<file path="src/rtl/b_bus_pkg.sv">
// Shared B-bus definitions: mux modes, source codes, FSM states, code legality.
// Pure declarations, no timing of its own.
// No flow control here; consumers apply it.
package b_bus_pkg;

    localparam int SRC_W = 5;

    // Registered source-mux operating modes
    localparam logic [1:0] MUX_HOLD = 2'd0;
    localparam logic [1:0] MUX_RG2  = 2'd1;
    localparam logic [1:0] MUX_DIR  = 2'd2;

    // Source codes understood by the B-bus mux
    localparam logic [SRC_W-1:0] SRC_R1   = 5'd1;
    localparam logic [SRC_W-1:0] SRC_R2   = 5'd2;
    localparam logic [SRC_W-1:0] SRC_R3   = 5'd3;
    localparam logic [SRC_W-1:0] SRC_R4   = 5'd4;
    localparam logic [SRC_W-1:0] SRC_R5   = 5'd5;
    localparam logic [SRC_W-1:0] SRC_R6   = 5'd6;
    localparam logic [SRC_W-1:0] SRC_R7   = 5'd7;
    localparam logic [SRC_W-1:0] SRC_R8   = 5'd8;
    localparam logic [SRC_W-1:0] SRC_R9   = 5'd9;
    localparam logic [SRC_W-1:0] SRC_R10  = 5'd10;
    localparam logic [SRC_W-1:0] SRC_R11  = 5'd11;
    localparam logic [SRC_W-1:0] SRC_R12  = 5'd12;
    localparam logic [SRC_W-1:0] SRC_R13  = 5'd13;
    localparam logic [SRC_W-1:0] SRC_R14  = 5'd14;
    localparam logic [SRC_W-1:0] SRC_TOTR = 5'd15;
    localparam logic [SRC_W-1:0] SRC_I    = 5'd23;

    // Scheduler FSM states
    localparam logic [1:0] IDLE    = 2'd0;
    localparam logic [1:0] SELECT  = 2'd1;
    localparam logic [1:0] CAPTURE = 2'd2;

    // Only the register file (1..15) and the I source (23) may drive the bus
    function automatic logic code_legal(input logic [SRC_W-1:0] code);
        return ((code != '0) && (code <= SRC_TOTR)) || (code == SRC_I);
    endfunction

endpackage

</file>
<file path="src/rtl/b_bus_scheduler_rr_pick.sv">
// Round-robin picker: first asserted request at or above the pointer, with wrap.
// Purely combinational, zero latency.
// No backpressure; the caller decides whether to act on the winner.
module rr_pick #(
    parameter int N  = 3,
    parameter int IW = (N > 1) ? $clog2(N) : 1
) (
    input  logic [N-1:0]  req_i,
    input  logic [IW-1:0] ptr_i,
    output logic [N-1:0]  gnt_o,
    output logic [IW-1:0] idx_o,
    output logic          vld_o
);

    // Scan ptr, ptr+1, ... with wrap; the first hit wins
    always_comb begin
        gnt_o = '0;
        idx_o = '0;
        vld_o = 1'b0;
        for (int k = 0; k < N; k++) begin
            if (!vld_o && req_i[IW'((int'(ptr_i) + k) % N)]) begin
                vld_o = 1'b1;
                gnt_o[IW'((int'(ptr_i) + k) % N)] = 1'b1;
                idx_o = IW'((int'(ptr_i) + k) % N);
            end
        end
    end

endmodule

</file>
<file path="src/rtl/b_bus_scheduler.sv">
// Arbitrates the registered B-bus source mux among NREQ requesters (round-robin + lock).
// req sampled at edge t -> grant in cycle t+1 -> valid in cycle t+2; locked bursts every 2 cycles.
// Requesters hold req until their valid pulse; illegal codes are rejected with an err pulse.
module b_bus_scheduler
    import b_bus_pkg::*;
#(
    parameter int NREQ  = 3,
    parameter int SEL_W = 5
) (
    input  logic                  Clock,
    input  logic                  Resetn,
    input  logic [NREQ-1:0]       req,
    input  logic [NREQ*SEL_W-1:0] req_code,
    input  logic [SEL_W-1:0]      rg2_code,
    input  logic [NREQ-1:0]       lock,
    output logic [1:0]            MUX2S,
    output logic [SEL_W-1:0]      MUX2D_out,
    output logic [NREQ-1:0]       grant,
    output logic [NREQ-1:0]       valid,
    output logic [NREQ-1:0]       err,
    output logic                  busy
);

    localparam int IW = (NREQ > 1) ? $clog2(NREQ) : 1;

    logic [1:0]       state_q, state_d;
    logic [IW-1:0]    owner_q, owner_d;
    logic [IW-1:0]    ptr_q, ptr_d;
    logic [1:0]       mux2s_q, mux2s_d;
    logic [SEL_W-1:0] mux2d_q, mux2d_d;
    logic [NREQ-1:0]  err_q, err_d;

    logic [NREQ-1:0]  pick_gnt;
    logic [IW-1:0]    pick_idx;
    logic             pick_vld;

    logic [NREQ-1:0]  owner_oh;
    logic [IW-1:0]    sel_idx;
    logic [SEL_W-1:0] sel_code;
    logic             sel_legal;
    logic             keep_bus;

    rr_pick #(
        .N  (NREQ),
        .IW (IW)
    ) u_pick (
        .req_i (req),
        .ptr_i (ptr_q),
        .gnt_o (pick_gnt),
        .idx_o (pick_idx),
        .vld_o (pick_vld)
    );

    assign owner_oh = NREQ'(1) << owner_q;
    assign keep_bus = |(lock & req & owner_oh);

    // Next pointer position after idx, wrapping at NREQ
    function automatic logic [IW-1:0] wrap_inc(input logic [IW-1:0] idx);
        if (int'(idx) == NREQ - 1) begin
            return '0;
        end
        return idx + 1'b1;
    endfunction

    // Candidate under legality check: the current owner on a lock re-check, else the RR winner
    always_comb begin
        sel_idx  = (state_q == CAPTURE) ? owner_q : pick_idx;
        sel_code = rg2_code;
        for (int i = 1; i < NREQ; i++) begin
            if (sel_idx == IW'(i)) begin
                sel_code = req_code[i*SEL_W +: SEL_W];
            end
        end
        sel_legal = code_legal(SRC_W'(sel_code));
    end

    // FSM next state, owner/pointer update and mux select loading
    always_comb begin
        state_d = state_q;
        owner_d = owner_q;
        ptr_d   = ptr_q;
        mux2s_d = mux2s_q;
        mux2d_d = mux2d_q;
        err_d   = '0;
        case (state_q)
            IDLE: begin
                mux2s_d = MUX_HOLD;
                if (pick_vld) begin
                    if (sel_legal) begin
                        state_d = SELECT;
                        owner_d = pick_idx;
                        if (pick_idx == '0) begin
                            mux2s_d = MUX_RG2;
                            mux2d_d = '0;
                        end else begin
                            mux2s_d = MUX_DIR;
                            mux2d_d = sel_code;
                        end
                    end else begin
                        // Skip past a stuck illegal requester so others are not starved
                        err_d = pick_gnt;
                        ptr_d = wrap_inc(pick_idx);
                    end
                end
            end
            SELECT: begin
                // Mux samples the select at this cycle's closing edge, then holds
                state_d = CAPTURE;
                mux2s_d = MUX_HOLD;
            end
            CAPTURE: begin
                mux2s_d = MUX_HOLD;
                if (keep_bus && sel_legal) begin
                    state_d = SELECT;
                    if (owner_q == '0) begin
                        mux2s_d = MUX_RG2;
                        mux2d_d = '0;
                    end else begin
                        mux2s_d = MUX_DIR;
                        mux2d_d = sel_code;
                    end
                end else begin
                    if (keep_bus) begin
                        err_d = owner_oh;
                    end
                    state_d = IDLE;
                    ptr_d   = wrap_inc(owner_q);
                end
            end
            default: begin
                state_d = IDLE;
                mux2s_d = MUX_HOLD;
            end
        endcase
    end

    // State registers with synchronous active-low reset
    always_ff @(posedge Clock) begin
        if (!Resetn) begin
            state_q <= IDLE;
            owner_q <= '0;
            ptr_q   <= '0;
            mux2s_q <= MUX_HOLD;
            mux2d_q <= '0;
            err_q   <= '0;
        end else begin
            state_q <= state_d;
            owner_q <= owner_d;
            ptr_q   <= ptr_d;
            mux2s_q <= mux2s_d;
            mux2d_q <= mux2d_d;
            err_q   <= err_d;
        end
    end

    assign MUX2S     = mux2s_q;
    assign MUX2D_out = mux2d_q;
    assign grant     = (state_q == SELECT)  ? owner_oh : '0;
    assign valid     = (state_q == CAPTURE) ? owner_oh : '0;
    assign err       = err_q;
    assign busy      = (state_q != IDLE);

endmodule

</file>
<file path="config.mk">
export PLATFORM = sky130hd
export DESIGN_NAME = b_bus_scheduler
export DESIGN_NICKNAME = d
export VERILOG_FILES = /design/src/rtl/b_bus_pkg.sv /design/src/rtl/b_bus_scheduler_rr_pick.sv /design/src/rtl/b_bus_scheduler.sv
export SDC_FILE = /design/constraint.sdc
export NUM_CORES = 1
export LEC_CHECK = 0
export BUFFER_PORTS_ARGS = -buffer_cell sky130_fd_sc_hd__buf_2
export CAP_MARGIN = 20
export CORE_ASPECT_RATIO = 1.1
export CORE_UTILIZATION = 40
export CTS_BUF_LIST = sky130_fd_sc_hd__clkbuf_16
export CTS_CLUSTER_DIAMETER = 150
export DETAILED_ROUTE_END_ITERATION = 12
export GPL_ROUTABILITY_DRIVEN = 0
export PLACE_DENSITY = 0.74
export SLEW_MARGIN = 30
export SYNTH_ARGS = -nofsm -noshare
export SYNTH_HDL_FRONTEND = slang
export SYNTH_SLANG_ARGS = --single-unit
</file>
<file path="constraint.sdc">
create_clock -name Clock -period 10.67 [get_ports Clock]
set_clock_uncertainty 0.2 [all_clocks]
set_input_delay 0.5335 -clock Clock [delete_from_list [all_inputs] [get_ports Clock]]
set_output_delay 0.5335 -clock Clock [all_outputs]
set_load 0.03 [all_outputs]
</file>
==> run metrics <==
leakage power=0.704 nW; number of diodes=0; Port Buffers=39; RSZ-0062 raised after global routing=no; DP HPWL=approximately 2.2 mm; R2R depth=12; clock transition at the registers of the reported paths=around 0.050 ns; Pins Over Slew Limit=0; vias in the first global route=around 1,000; Post-synth EDFFs=0; asr flop ratio synth=0%; worst flop-to-flop path endpoint=MUX2D_out[0]$_SDFFE_PN0P_; fraction of the yosys area taken by sequential cells=a little over a quarter; CP startpoint kind=flip-flop; die width=about 54 microns; Critical Path AT=roughly 3.8 ns; biggest area consumer among synthesized cells=dfxtp_1; latest clock arrival within the worst-skew pair=between 0.2 and 0.3 ns; Tot GR Track Use=between 10% and 20%; Post-DP Area=roughly 0.0014 sq mm; warning count from the yosys run=0; #FFs+latches synth=16; Peak VDD IR=0.170 mV; Max-Cap Viols=0; Synth-to-Final Area Change=24.8%; die height=roughly 60 microns; initial core utilization=roughly 43%; Buf/Inv on CP=1; filler instances=between 200 and 300; top cell type's share of synthesized area=between 20% and 30%; share of cells above drive strength 1=between 20% and 30%; DR WL/cell=around 12 microns; hold_ws=between 0.2 and 0.3 ns; Util after Layout=a little over half; Worst EP required=around 11 ns; GR met2 Demand/Resource=between 30% and 40%; Setup crit end kind=flip-flop; crit-path max FO=9; met3 usage=4.83%; Synth Flop Type=dfxtp_1; Final ANT Viol Nets=0; Slew headroom=between 50% and 60%; # rows=20; Power per Cell Area=~300 mW/mm^2; final setup violation count=0; fin area=about 0.0015 sq mm; maximum clock rate=~260 MHz; H-tree Lvls=1; global route total overflow=0; drt initial violations=34; Hold Path Sink=MUX2D_out[2]$_SDFFE_PN0P_; HP Class=reg2reg; busiest grt layer=met2; largest net degree at the start of global routing=13; DRT Pass-1 Iters=4; Global Route met1 Usage=22.9%; Hold Violations, Final=0; CTS resizes=0; hold buffer count at cts=0; Max Root-Sink Buffers=2; beginning of the worst hold path=MUX2D_out[2]$_SDFFE_PN0P_; DR vias/cell=5.33; cts bufs inserted=3; worst-margin pin slew=0.733 ns; CTS tree=yes; CP Class=reg2reg; Syn Area/Cell=approximately 8 sq um; global-route wire length before repair=4.39 mm; nets@finish=between 200 and 250; # DRC=0; hold path depth=1; Final Critical Period=~3.8 ns; clock sink total=16; Final TNS setup=0 ns; cell chosen for the clock root=clkbuf_16; Core Region=~0.0028 sq mm; Synth area leaders=dfxtp_1 26%, mux2i_1 9.1%, nor2_1 7.4%; reg-to-reg setup timing slack=6.84 ns; post-synth cell types=42; top-count cell post-synth=nor2_1; via count=approximately 1,200; I/O pins=45; top cells by count, synth=24 x nor2_1, 16 x dfxtp_1, 14 x nand2_1, 11 x mux2i_1, 9 x a21oi_1; CP max stage delay=0.47 ns; Cell Area, Synth=approximately 0.0012 sq mm; Synth Net Count=around 180; Setup Buffers After CTS=0; final period utilization=a little over a third; Detailed Route WL=2.79 mm; Critical R2R Launch=ptr_q[1]$_SDFFE_PN0P_; status=completed; initial antenna violation count=0; Die Area=between 0.003 and 0.004 sq mm; CP top delay family=compound AO/OA/AOI/OAI gates; CP max stage cell=a221oi_4; CP cell instances=inv_1 > ha_1 > mux2i_1 > o21ai_2 > a21o_1 > a221oi_4 > mux2_4 > mux2_2 > nor4_4 > nor2_4 > a21oi_1 > a22o_1; Synth Instances=~150
## registers in the layout, summed over array words and instances (netlist names)
register	count
MUX2D_out	5
err	3
MUX2S	2
owner_q	2
ptr_q	2
state_q	2
## worst max path at each step
stage / depth (start not counted) / end / start / slack (ns)
after floorplan: 14 / MUX2D_out[2]$_SDFFE_PN0P_ / ptr_q[0]$_SDFFE_PN0P_ / 7.08
after global placement: 12 / MUX2D_out[0]$_SDFFE_PN0P_ / ptr_q[0]$_SDFFE_PN0P_ / 6.87
after detailed placement: 12 / MUX2D_out[1]$_SDFFE_PN0P_ / ptr_q[0]$_SDFFE_PN0P_ / 6.87
after CTS: 12 / MUX2D_out[0]$_SDFFE_PN0P_ / ptr_q[0]$_SDFFE_PN0P_ / 6.83
after global routing: 12 / MUX2D_out[2]$_SDFFE_PN0P_ / ptr_q[0]$_SDFFE_PN0P_ / 6.58
final: 12 / MUX2D_out[0]$_SDFFE_PN0P_ / ptr_q[1]$_SDFFE_PN0P_ / 6.84
## power breakdown
part / leakage [nW] / switching (mW) / internal, mW
registers: 0.130 / 0.0147 / 0.0781
clock network: 0.0385 / 0.0236 / 0.0497
logic: 0.535 / 0.179 / 0.116
total: 0.704 / 0.217 / 0.244
## cells by family after synthesis
| logic type | count (synthesis) | share of synthesized area [%] |
|---|---|---|
| compound gates | 38 | 24.4 |
| fa+ha+maj | 4 | 4.13 |
| buf+inv | 10 | 3.71 |
| flops | 16 | 26.4 |
| mux | 13 | 11.2 |
| simple gates | 70 | 30.1 |
## layer usage
layer / routed length, microns / vias to the layer above
met1: 1320 / 520
met2: 1260 / 40
met5: 0 / -
met4: 33 / 0
met3: 176 / 5
li1: - / 628
## final cells by class
class | instances | area, sq um | area share (%)
Sequential cell | 16 | 320 | 21.2
Clock inverter | 1 | 3.75 | 0.248
Multi-Input combinational cell | 125 | 847 | 56.0
Inverter | 6 | 22.5 | 1.49
Timing Repair Buffer | 40 | 203 | 13.4
Clock buffer | 3 | 75.1 | 4.96
Tap cell | 33 | 41.3 | 2.73
## per-stage QoR
| step | setup WS [ns] | power [mW] | instances |
|---|---|---|---|
| after floorplan | 7.08 | 0.328 | 151 |
| after global placement | 6.87 | 0.382 | 220 |
| after detailed placement | 6.87 | 0.386 | 220 |
| after CTS | 6.83 | 0.462 | 224 |
| after global routing | 6.58 | 0.494 | 224 |
| final | 6.84 | 0.461 | 224 |
## cells in the final DEF, fill, tap and decap left out, drive strengths merged, types with 5 or more instances in the layout
| master | Yosys | final |
|---|---|---|
| nand2 | 14 | 14 |
| nor2b | 5 | 5 |
| nand2b | 5 | 5 |
| dfxtp | 16 | 16 |
| buf | 2 | 40 |
| a22o | 5 | 5 |
| nor2 | 26 | 26 |
| nor3 | 9 | 9 |
| a21oi | 10 | 10 |
| mux2i | 11 | 11 |
| inv | 6 | 6 |
Power figures use the tool's default switching activity.
